--- config.mk ---
export PLATFORM = sky130hd
export DESIGN_NAME = dma_desc_sched
export DESIGN_NICKNAME = d
export VERILOG_FILES = /design/src/rtl/dma_desc_sched.sv
export SDC_FILE = /design/constraint.sdc
export NUM_CORES = 1
export LEC_CHECK = 0
export CORE_MARGIN = 2
export CORE_UTILIZATION = 40
export CTS_BUF_LIST = sky130_fd_sc_hd__clkbuf_16
export DETAILED_ROUTE_END_ITERATION = 10
export GPL_ROUTABILITY_DRIVEN = 0
export PLACE_DENSITY_LB_ADDON = 0.2
export SLEW_MARGIN = 30
export SYNTH_ARGS = -nofsm -noshare
export SYNTH_HDL_FRONTEND = slang
export SYNTH_SLANG_ARGS = --single-unit
--- constraint.sdc ---
create_clock -name clk -period 4.1 [get_ports clk]
set_input_delay 0.82 -clock clk [delete_from_list [all_inputs] [get_ports clk]]
set_output_delay 0.82 -clock clk [all_outputs]
set_load 0.005 [all_outputs]
--- src/rtl/dma_desc_sched.sv ---
// Descriptor FIFO and sequencer for the DMA core: issues one descriptor at a time,
// waits for the completion pulse, counts completions and raises a sticky interrupt.
module dma_desc_sched #(
    parameter int ADDR_W = 32,
    parameter int DATA_W = 32,
    parameter int DEPTH  = 4,
    parameter int CNT_W  = 16
) (
    input  logic                       clk,
    input  logic                       rst,
    input  logic                       push_valid_i,
    output logic                       push_ready_o,
    input  logic [ADDR_W-1:0]          push_src_i,
    input  logic [ADDR_W-1:0]          push_dst_i,
    input  logic [DATA_W-1:0]          push_qty_i,
    input  logic                       push_irq_i,
    input  logic                       abort_i,
    output logic                       dma_en_o,
    output logic [ADDR_W-1:0]          dma_src_o,
    output logic [ADDR_W-1:0]          dma_dst_o,
    output logic [DATA_W-1:0]          dma_qty_o,
    input  logic                       dma_fin_i,
    output logic                       irq_o,
    input  logic                       irq_clr_i,
    output logic                       busy_o,
    output logic [$clog2(DEPTH):0]     fifo_cnt_o,
    output logic [CNT_W-1:0]           done_cnt_o,
    output logic [1:0]                 dbg_state_o
);

    localparam int PW = $clog2(DEPTH);
    localparam int CW = PW + 1;
    localparam logic [CW-1:0] FULL_CNT = CW'(DEPTH);

    typedef enum logic [1:0] {
        IDLE  = 2'd0,
        ISSUE = 2'd1,
        SKIP  = 2'd2,
        DONE  = 2'd3
    } state_t;

    state_t state, state_nxt;

    logic [ADDR_W-1:0] src_mem [DEPTH];
    logic [ADDR_W-1:0] dst_mem [DEPTH];
    logic [DATA_W-1:0] qty_mem [DEPTH];
    logic              irq_mem [DEPTH];

    logic [PW-1:0] wr_ptr, rd_ptr;
    logic [CW-1:0] cnt;
    logic          do_push, do_pop;
    logic          irq_flag;

    // Push handshake: a descriptor transfers on the rising edge where push_valid_i
    // and push_ready_o are both high; ready drops when full or while abort_i is high.
    assign push_ready_o = (cnt != FULL_CNT) & ~abort_i;
    assign do_push      = push_valid_i & push_ready_o;

    always_ff @(posedge clk) begin
        if (do_push) begin
            src_mem[wr_ptr] <= push_src_i;
            dst_mem[wr_ptr] <= push_dst_i;
            qty_mem[wr_ptr] <= push_qty_i;
            irq_mem[wr_ptr] <= push_irq_i;
        end
    end

    // Abort empties the queue; a head popped in the same cycle is already latched below.
    always_ff @(posedge clk or negedge rst) begin
        if (!rst) begin
            wr_ptr <= '0;
            rd_ptr <= '0;
            cnt    <= '0;
        end else if (abort_i) begin
            wr_ptr <= '0;
            rd_ptr <= '0;
            cnt    <= '0;
        end else begin
            if (do_push) wr_ptr <= wr_ptr + PW'(1);
            if (do_pop)  rd_ptr <= rd_ptr + PW'(1);
            cnt <= cnt + CW'(do_push) - CW'(do_pop);
        end
    end

    always_ff @(posedge clk or negedge rst) begin
        if (!rst) state <= IDLE;
        else      state <= state_nxt;
    end

    always_comb begin
        state_nxt = state;
        do_pop    = 1'b0;
        case (state)
            IDLE: begin
                if (cnt != '0) begin
                    do_pop    = 1'b1;
                    state_nxt = (qty_mem[rd_ptr] == '0) ? SKIP : ISSUE;
                end
            end
            ISSUE:   if (dma_fin_i) state_nxt = DONE;
            SKIP:    state_nxt = DONE;
            DONE:    state_nxt = IDLE;
            default: state_nxt = IDLE;
        endcase
    end

    always_ff @(posedge clk or negedge rst) begin
        if (!rst) begin
            dma_src_o <= '0;
            dma_dst_o <= '0;
            dma_qty_o <= '0;
            irq_flag  <= 1'b0;
        end else if (do_pop) begin
            dma_src_o <= src_mem[rd_ptr];
            dma_dst_o <= dst_mem[rd_ptr];
            dma_qty_o <= qty_mem[rd_ptr];
            irq_flag  <= irq_mem[rd_ptr];
        end
    end

    // Setting the interrupt takes priority over a clear in the same cycle.
    always_ff @(posedge clk or negedge rst) begin
        if (!rst) begin
            done_cnt_o <= '0;
            irq_o      <= 1'b0;
        end else begin
            if (state == DONE) done_cnt_o <= done_cnt_o + CNT_W'(1);
            if (state == DONE && irq_flag) irq_o <= 1'b1;
            else if (irq_clr_i)            irq_o <= 1'b0;
        end
    end

    assign dma_en_o    = (state == ISSUE);
    assign busy_o      = (state != IDLE) | (cnt != '0);
    assign fifo_cnt_o  = cnt;
    assign dbg_state_o = state;

endmodule

# Word level (Yosys, flattened, before mapping)
# Memory sizes are Yosys's and may differ from the RTL's. A register that Yosys moved wholly into a read port is not among the register bits.
# Index checks and enable logic that the tools add are counted.
dict set report word_totals {
  memories 4
  regBits 58
  inputBits 103
  mem_bits_rw 388
  wordCells 53
}
dict set report op_classes {
  n_mux 15
  n_bitwise 4
  n_addsub 5
  reduce_logical 12
  eq_ne 6
}
# memory words width read_ports rd_clocked_by_memory_dff write_ports line
set memory_table {}
lappend memory_table {dst_mem 4 32 1 1 1 45} ;# logic [ADDR_W-1:0] dst_mem [DEPTH];
lappend memory_table {qty_mem 4 32 1 0 1 46} ;# logic [DATA_W-1:0] qty_mem [DEPTH];
lappend memory_table {src_mem 4 32 1 1 1 44} ;# logic [ADDR_W-1:0] src_mem [DEPTH];
lappend memory_table {irq_mem 4 1 1 1 1 47} ;# logic irq_mem [DEPTH];
# cell count
set ops {}
lappend ops {{$logic_not 32->1} 1}
lappend ops {{$add 16x1->16 const B} 1}
lappend ops {{$mux 2} 7}
lappend ops {{$pmux 2 s4} 1}
lappend ops {{$reduce_bool 2->1} 4}
lappend ops {{$mux 1} 6}
lappend ops {{$add 2x1->2 const B} 2}
lappend ops {{$eq 2x2->1 const B} 2}
lappend ops {{$add 3x1->3} 1}
lappend ops {{$logic_not 1->1} 3}
lappend ops {{$mux 3} 1}
lappend ops {{$ne 3x3->1 const B} 1}
lappend ops {{$reduce_bool 3->1} 1}
lappend ops {{$sub 3x1->3} 1}
lappend ops {{$and 1x1->1} 2}
lappend ops {{$eq 2x1->1 const B} 1}
lappend ops {{$logic_not 2->1} 1}
lappend ops {{$ne 2x1->1 const B} 1}
lappend ops {{$ne 2x2->1 const B} 1}
lappend ops {{$reduce_and 2->1} 1}
lappend ops {{$logic_and 1x1->1} 1}
lappend ops {{$not 1->1} 1}
lappend ops {{$or 1x1->1} 1}

# Longest topological paths before layout
# Gate-level depths: netlist of the first run.
dict set report logic_depth {
  depth_word 6
  mapped_depth 13
  mapped_depth_nobuf 12
}

# Worst setup path after synthesis of the first run
# Ideal clock, no wire load.
dict set report synth_timing {
  path_kind {input port to flip-flop}
  startpoint {input abort_i}
  endpoint {memory dst_mem[0][0], enable pin}
  cell_stages 3
  arrival_time_ps 3608
  setup_time_ps 468
  n_path_buf 1
  setup_slack_ps 25
  t_required_ps 3632
  cell_sequence {clkbuf_1 -> a21oi_1 -> and3_1}
}
dict set report synth_via {
  elab_chain_len 5
}
# element line
set synth_lines {}
lappend synth_lines {{start: declaration} 17} ;# input logic abort_i,
lappend synth_lines {{$not 1->1} 56} ;# assign push_ready_o = (cnt != FULL_CNT) & ~abort_i;
lappend synth_lines {{$and 1x1->1} 56}
lappend synth_lines {{via push_ready_o} 12} ;# output logic push_ready_o,
lappend synth_lines {{$and 1x1->1} 57} ;# assign do_push = push_valid_i & push_ready_o;
lappend synth_lines {{$mux 1} 60} ;# if (do_push) begin
lappend synth_lines {{$mux 1 (implied by the code)} 62} ;# dst_mem[wr_ptr] <= push_dst_i;
lappend synth_lines {{end: declaration} 45}
# The timed path passes the listed nets, and every way through them passes these cells.

# Worst setup path after layout of the first run
dict set report layout_timing {
  startpoint {input abort_i}
  endpoint {output push_ready_o}
}
dict set report layout_via {
  elab_chain_len 2
}
# element line
set layout_lines {}
lappend layout_lines {{$not 1->1} 56}
lappend layout_lines {{$and 1x1->1} 56}
lappend layout_lines {{end: declaration} 12}
# Every way passes these cells.

==> results.sh, run 1 <==
export IMPL_clock_sinks=511
export IMPL_swShare_pct=24.8
export IMPL_grt_pass1_wl_mm=60.1
export IMPL_cts_root_buf="clkbuf_16"
export IMPL_outcome="finished clean"
export IMPL_min_period_ns=3.29
export IMPL_hold_viol_final=0
export IMPL_cp_arrival_ns=2.47
export IMPL_ys_ff_latch=511
export IMPL_drt_first_pass_iters=4
export IMPL_drive_gt1_share_pct=26.0
export IMPL_critPathSlowestCell="clkdlybuf4s50_1"
export IMPL_syn_nets=961
export IMPL_crit_fanout=8
export IMPL_placed_cell_area_mm2=0.0220
export IMPL_start_util_pct=40.6
export IMPL_netlist_instances=846
export IMPL_ys_warn_count=0
export IMPL_post_cts_setup_buffers=0
export IMPL_viasPerCell=5.03
export IMPL_drc=0
export IMPL_p_leak_nw=8.04
export IMPL_area_delta_synth_final_pct=25.5
export IMPL_dp_hpwl_mm=23.7
export IMPL_max_slew_margin_pct=46.3
export IMPL_cts_tree="yes"
export IMPL_totalWireLength_mm=38.9
export IMPL_tns_ns=0
export IMPL_grt_pass1_vias=9603
export IMPL_cts_resized=0
export IMPL_crit_required_ns=3.28
export IMPL_syn_area_mm2=0.0189
export IMPL_comb_power_share_pct=23.8
export IMPL_drt_iter0_drc=545
export IMPL_postSynthAreaPerCell_um2=22.3
export IMPL_fin_nets=1224
export IMPL_fin_crit_sh_pct=80.3
export IMPL_vias=8860
export IMPL_pwr_share_clk_pct=30.6
export IMPL_worstSetupEndpointType="output pin"
export IMPL_clock_path_buffers=3
export IMPL_hp_class="input pin to async pin"
export IMPL_startpoint_type="input pin"
export IMPL_slowest_delay_ns=0.60
export IMPL_worstPathCellList="clkdlybuf4s50_1 -> a21oi_1 -> clkdlybuf4s50_1"
export IMPL_cpMostUsedCell="clkdlybuf4s50_1"
export IMPL_grt_remaining_overflow=0
export IMPL_tightest_slew_ns=0.806
export IMPL_fin_skew_ns=0.0221
export IMPL_setup_viol=0
export IMPL_slew_violations=0
export IMPL_netlist_cell_type_count=33
export IMPL_yosysSeqAreaShare_pct=77.9
export IMPL_synth_top_cell_by_area="edfxtp_1"
export IMPL_grt_antenna_before_repair=6
export IMPL_critPathKind="input pin to output pin"
export IMPL_postLayoutCellArea_mm2=0.0237
export IMPL_clk_pin_slew_ns=0.06
export IMPL_die_h_um=221
export IMPL_grt_start_max_net_pins=100
export IMPL_clock_latency_ns=0.58
export IMPL_fmax_ghz=0.304
export IMPL_core_area_mm2=0.0466
export IMPL_rsz0062_at_grt="no"
export IMPL_grt_usage_pct=16.1
export IMPL_die_x_um=221
export IMPL_placementRows=79
export IMPL_power_density_mw_per_mm2=640
export IMPL_ir_worst_vdd_mv=0.347
export IMPL_wl_per_cell_um=22.1
export IMPL_maxCapViolations=0
export IMPL_intPower_mw=11.4
export IMPL_die_area_mm2=0.0490
export IMPL_synth_top_area_share_pct=61.6
export IMPL_synthTopCellsByArea="edfxtp_1 62%, dfrtp_1 16%, mux4_2 12%"
export IMPL_pin_count=224
export IMPL_cts_buffers=53
export IMPL_io_buffers=223
export IMPL_power_switching_mw=3.76
export IMPL_htreeDepth=2
export IMPL_ctsHoldBuffers=0
export IMPL_p_seq_share_pct=45.6
export IMPL_drt_antenna_violating_nets=0
==> cells in the mapped netlist <==
library cell and count:
o21ai_0 3, o31ai_1 1, fa_1 1, mux2_2 98, buf_2 10, clkbuf_1 14
nor2b_1 3, inv_1 10, nor4_1 6, buf_8 1, nor4_2 1, a21oi_1 2
nand2_1 14, buf_1 5, xor2_1 6, o22a_1 1, dfrtp_1 123, nand4_1 6
buf_6 2, and2_1 1, edfxtp_1 388, o22ai_1 1, mux4_2 97, nand3_1 2
a21o_1 1, nor2_1 12, and3_1 7, nor3b_1 1, xnor2_1 13, buf_4 2
ha_1 11, nor3_2 1, nor3_1 2
==> cell families (layout without fill, tap and decap cells) <==
group / count (synthesis) / after routing / share of synthesized area [%]
buffers and inverters: 44 / 350 / 1.12
adder cells (fa/ha/maj): 12 / 12 / 0.834
other: 0 / 2 / 0
multiplexers: 195 / 195 / 17.4
AND/OR/NAND/NOR: 56 / 56 / 1.54
flip-flops: 511 / 511 / 77.9
XOR/XNOR: 19 / 19 / 0.881
AO/OA/AOI/OAI: 9 / 9 / 0.291
==> routing by layer <==
metal	track usage, %	vias up	wire (um)
met5	0	-	62
li1	-	3958	-
met2	26.0	205	18800
met3	4.85	58	2410
met1	21.6	4631	16900
met4	4.03	8	714
==> final cells by class <==
class	instances	area [um^2]
repair buffers	242	2490
clock buffers	55	1380
diodes	2	5.00
well taps	607	759
inverters	10	37.5
flip-flops and latches	511	14700
multi-input cells	291	3990
fillers	3757	22800
clock inverters	43	329
==> layout by cell type (no fill, tap or decap), drive strengths merged, types with 2 or more instances in the layout <==
| cell type | n |
|---|---|
| buf | 19 |
| mux2 | 98 |
| bufinv | 5 |
| xnor2 | 13 |
| nand2 | 14 |
| clkinvlp | 3 |
| and3 | 7 |
| clkbuf | 56 |
| inv | 22 |
| mux4 | 97 |
| diode | 2 |
| nor2 | 12 |
| edfxtp | 388 |
| dfrtp | 123 |
| nor3 | 3 |
| clkinv | 23 |
| nor4 | 7 |
| nand3 | 2 |
| ha | 11 |
| a21oi | 2 |
| o21ai | 3 |
| clkdlybuf4s50 | 222 |
| nor2b | 3 |
| xor2 | 6 |
| nand4 | 6 |
==> stage by stage <==
step                      cells  power, mW  hold slack, ns  utilization (%)  setup WS [ns]
after floorplan             846       8.83           0.449                -         0.0247
after detailed placement   1661       10.7           0.466             47.3          0.557
after global routing       1759       16.0           0.361             50.9          0.724
after global placement     1661       10.7           0.460             47.3          0.621
after CTS                  1759       15.5           0.357             50.9          0.830
final                      1761       15.2           0.320             51.0          0.808
==> worst paths after layout <==
check | start | endpoint | slack [ns] | depth (start not counted)
hold / removal | rst | dma_dst_o[27] | 0.32 | 1
max in group asynchronous | rst | rd_ptr[0] | 3.00 | 2
min in group clk | done_cnt_o[15] | done_cnt_o[15] | 0.46 | 1
setup / recovery | abort_i | push_ready_o | 0.81 | 3
hold reg to reg | done_cnt_o[15] | done_cnt_o[15] | 0.46 | 1
setup reg to reg | rd_ptr[0] | dbg_state_o[0] | 1.17 | 5
==> critical path: cells and delay by family <==
family	cells	cell delay, ns
buffers and inverters	2	1.18
AOI/OAI and AO/OA	1	0.47
==> power by group through the flow <==
stage               registers (mW)  logic (mW)  clock network [mW]
finish                        6.91        3.61                4.65
global route                  7.03        3.92                5.00
CTS                           6.94        3.72                4.80
detailed placement            7.04        3.70                   0
global placement              7.02        3.67                   0
floorplan                     6.89        1.93                   0
==> registers in the layout, indices dropped and copies added (netlist names) <==
signal,cells
dbg_state_o,2
dma_dst_o,32
dma_qty_o,32
dma_src_o,32
done_cnt_o,16
dst_mem,128
fifo_cnt_o,3
irq_flag,1
irq_mem,4
irq_o,1
qty_mem,128
rd_ptr,2
src_mem,128
wr_ptr,2
(Power assumes the default switching activity.)
==> run 2, diff against run 1 <==
clock period = 2.68 ns   (was 4.1 ns; I/O delays follow)
==> run 2 against run 1 <==
Net effect: combinational power grew 59%; clock power grew 59%; die area is the same; critical path type is now register to output pin.
==> results.sh, run 2 (synthesis gave the netlist of run 1 again) <==
export IMPL_grt_antenna_before_repair=3
export IMPL_grt_pass1_vias=9527
export IMPL_cts_tree="yes"
export IMPL_grt_remaining_overflow=0
export IMPL_max_slew_margin_pct=45.8
export IMPL_power_switching_mw=5.80
export IMPL_drive_gt1_share_pct=26.9
export IMPL_clk_pin_slew_ns=0.06
export IMPL_grt_pass1_wl_mm=59.2
export IMPL_regToRegSetupSlack_ns=0.21
export IMPL_vias=8945
export IMPL_swShare_pct=24.6
export IMPL_wl_met2_mm=19.8
export IMPL_top_regs="dst_mem x128, qty_mem x128, src_mem x128"
export IMPL_wl_met1_mm=16.0
export IMPL_core_area_mm2=0.0466
export IMPL_cp_arrival_ns=1.94
export IMPL_die_area_mm2=0.0490
export IMPL_setup_viol=0
export IMPL_p_seq_share_pct=44.4
export IMPL_pwr_share_clk_pct=31.3
export IMPL_critPathKind="register to output pin"
export IMPL_drt_first_pass_iters=4
export IMPL_post_route_util_pct=51.7
export IMPL_postLayoutCellArea_mm2=0.0241
export IMPL_crit_required_ns=2.14
export IMPL_drc=0
export IMPL_post_cts_setup_buffers=0
export IMPL_wl_per_cell_um=21.6
export IMPL_startpoint_type="register"
export IMPL_fin_skew_ns=0.00800
export IMPL_io_buffers=223
export IMPL_wl_met3_mm=1.85
export IMPL_maxCapViolations=0
export IMPL_intPower_mw=17.8
export IMPL_outcome="finished clean"
export IMPL_finalHoldWorstSlack_ns=0.477
export IMPL_critPathSlowestCell="clkdlybuf4s50_1"
export IMPL_ir_worst_vdd_mv=1.15
export IMPL_dp_hpwl_mm=24.1
export IMPL_mostFrequentLayoutCells="388 x edfxtp_1, 222 x clkdlybuf4s50_1, 121 x dfrtp_1, 98 x mux2_2, 97 x mux4_2"
export IMPL_die_h_um=221
export IMPL_reg2reg_depth=7
export IMPL_slowest_delay_ns=0.49
export IMPL_drt_iter0_drc=482
export IMPL_pin_count=224
export IMPL_worstPathCellList="nor2_1 -> a21oi_1 -> buf_4 -> clkdlybuf4s50_1"
export IMPL_drt_antenna_violating_nets=0
export IMPL_tns_ns=0
export IMPL_min_period_ns=2.48
export IMPL_placed_cell_area_mm2=0.0223
export IMPL_viasPerCell=5.02
export IMPL_rsz0062_at_grt="no"
export IMPL_hp_class="input pin to async pin"
export IMPL_cts_buffers=55
export IMPL_worstSetupEndpointType="output pin"
export IMPL_grt_usage_pct=15.9
export IMPL_cts_root_buf="clkbuf_16"
export IMPL_totalWireLength_mm=38.6
export IMPL_power_mw=23.6
export IMPL_fmax_ghz=0.404
export IMPL_top_layer_used="met5"
export IMPL_power_density_mw_per_mm2=981
export IMPL_fin_nets=1243
export IMPL_grt_start_max_net_pins=100
export IMPL_p_leak_nw=8.23
export IMPL_tightest_slew_ns=0.813
export IMPL_clock_sinks=511
export IMPL_die_x_um=221
export IMPL_fin_crit_sh_pct=92.4
export IMPL_area_delta_synth_final_pct=27.3
export IMPL_comb_power_share_pct=24.3
export IMPL_crit_fanout=5
export IMPL_clock_path_buffers=3
export IMPL_clock_latency_ns=0.59
export IMPL_slew_violations=0
export IMPL_final_common_cell="edfxtp_1"
export IMPL_hold_viol_final=0
export IMPL_start_util_pct=40.6
export IMPL_htreeDepth=2
export IMPL_placementRows=79
==> run 2: what timing repair did <==
action                                 4_1_cts  5_1_grt
hold buffers                                 1        0
endpoints found under the hold margin       49        0
resized for setup                            0        0
==> run 2: final cells by class <==
type / count / area [um^2]
antenna: 2 / 5.00
clock buffer: 57 / 1430
clock inverter: 46 / 355
fill: 3753 / 22500
inverter: 10 / 37.5
multi-input combinational: 291 / 3990
sequential: 511 / 14700
tap: 607 / 759
timing repair buffer: 259 / 2740
==> run 2: stage by stage <==
stage | std cells | setup WS, ns
after global placement | 1677 | 0.0466
after detailed placement | 1677 | 0.00940
after global routing | 1781 | 0.0256
final | 1783 | 0.203
after CTS | 1781 | 0.139
after floorplan | 846 | -0.0205
==> run 2: final timing paths <==
| path | from | endpoint |
|---|---|---|
| setup / recovery | fifo_cnt_o[1] | push_ready_o |
| hold / removal | rst | dma_dst_o[30] |
| max in group asynchronous | rst | dma_src_o[26] |
| min in group clk | done_cnt_o[15] | done_cnt_o[15] |
| hold reg to reg | done_cnt_o[15] | done_cnt_o[15] |
| setup reg to reg | rd_ptr[0] | dbg_state_o[0] |
==> run 2: routing by layer <==
layer / up-vias / track usage, %
met5: - / 0
met4: 4 / 5.63
met3: 56 / 3.40
met2: 198 / 27.1
met1: 4698 / 20.3
li1: 3989 / -
==> run 2: critical path: cells and delay by family (launching register included) <==
| family | cells | cell delay [ns] |
|---|---|---|
| buf+inv | 2 | 0.66 |
| flops | 1 | 0.44 |
| simple gates | 1 | 0.07 |
| compound gates | 1 | 0.18 |
==> run 2: power by group through the flow <==
stage | sequential (mW) | combinational [mW] | clock [mW]
finish | 10.5 | 5.74 | 7.39
global route | 10.6 | 6.21 | 7.93
CTS | 10.5 | 5.91 | 7.63
global placement | 10.6 | 5.83 | 0
detailed placement | 10.6 | 5.90 | 0
floorplan | 10.5 | 2.96 | 0
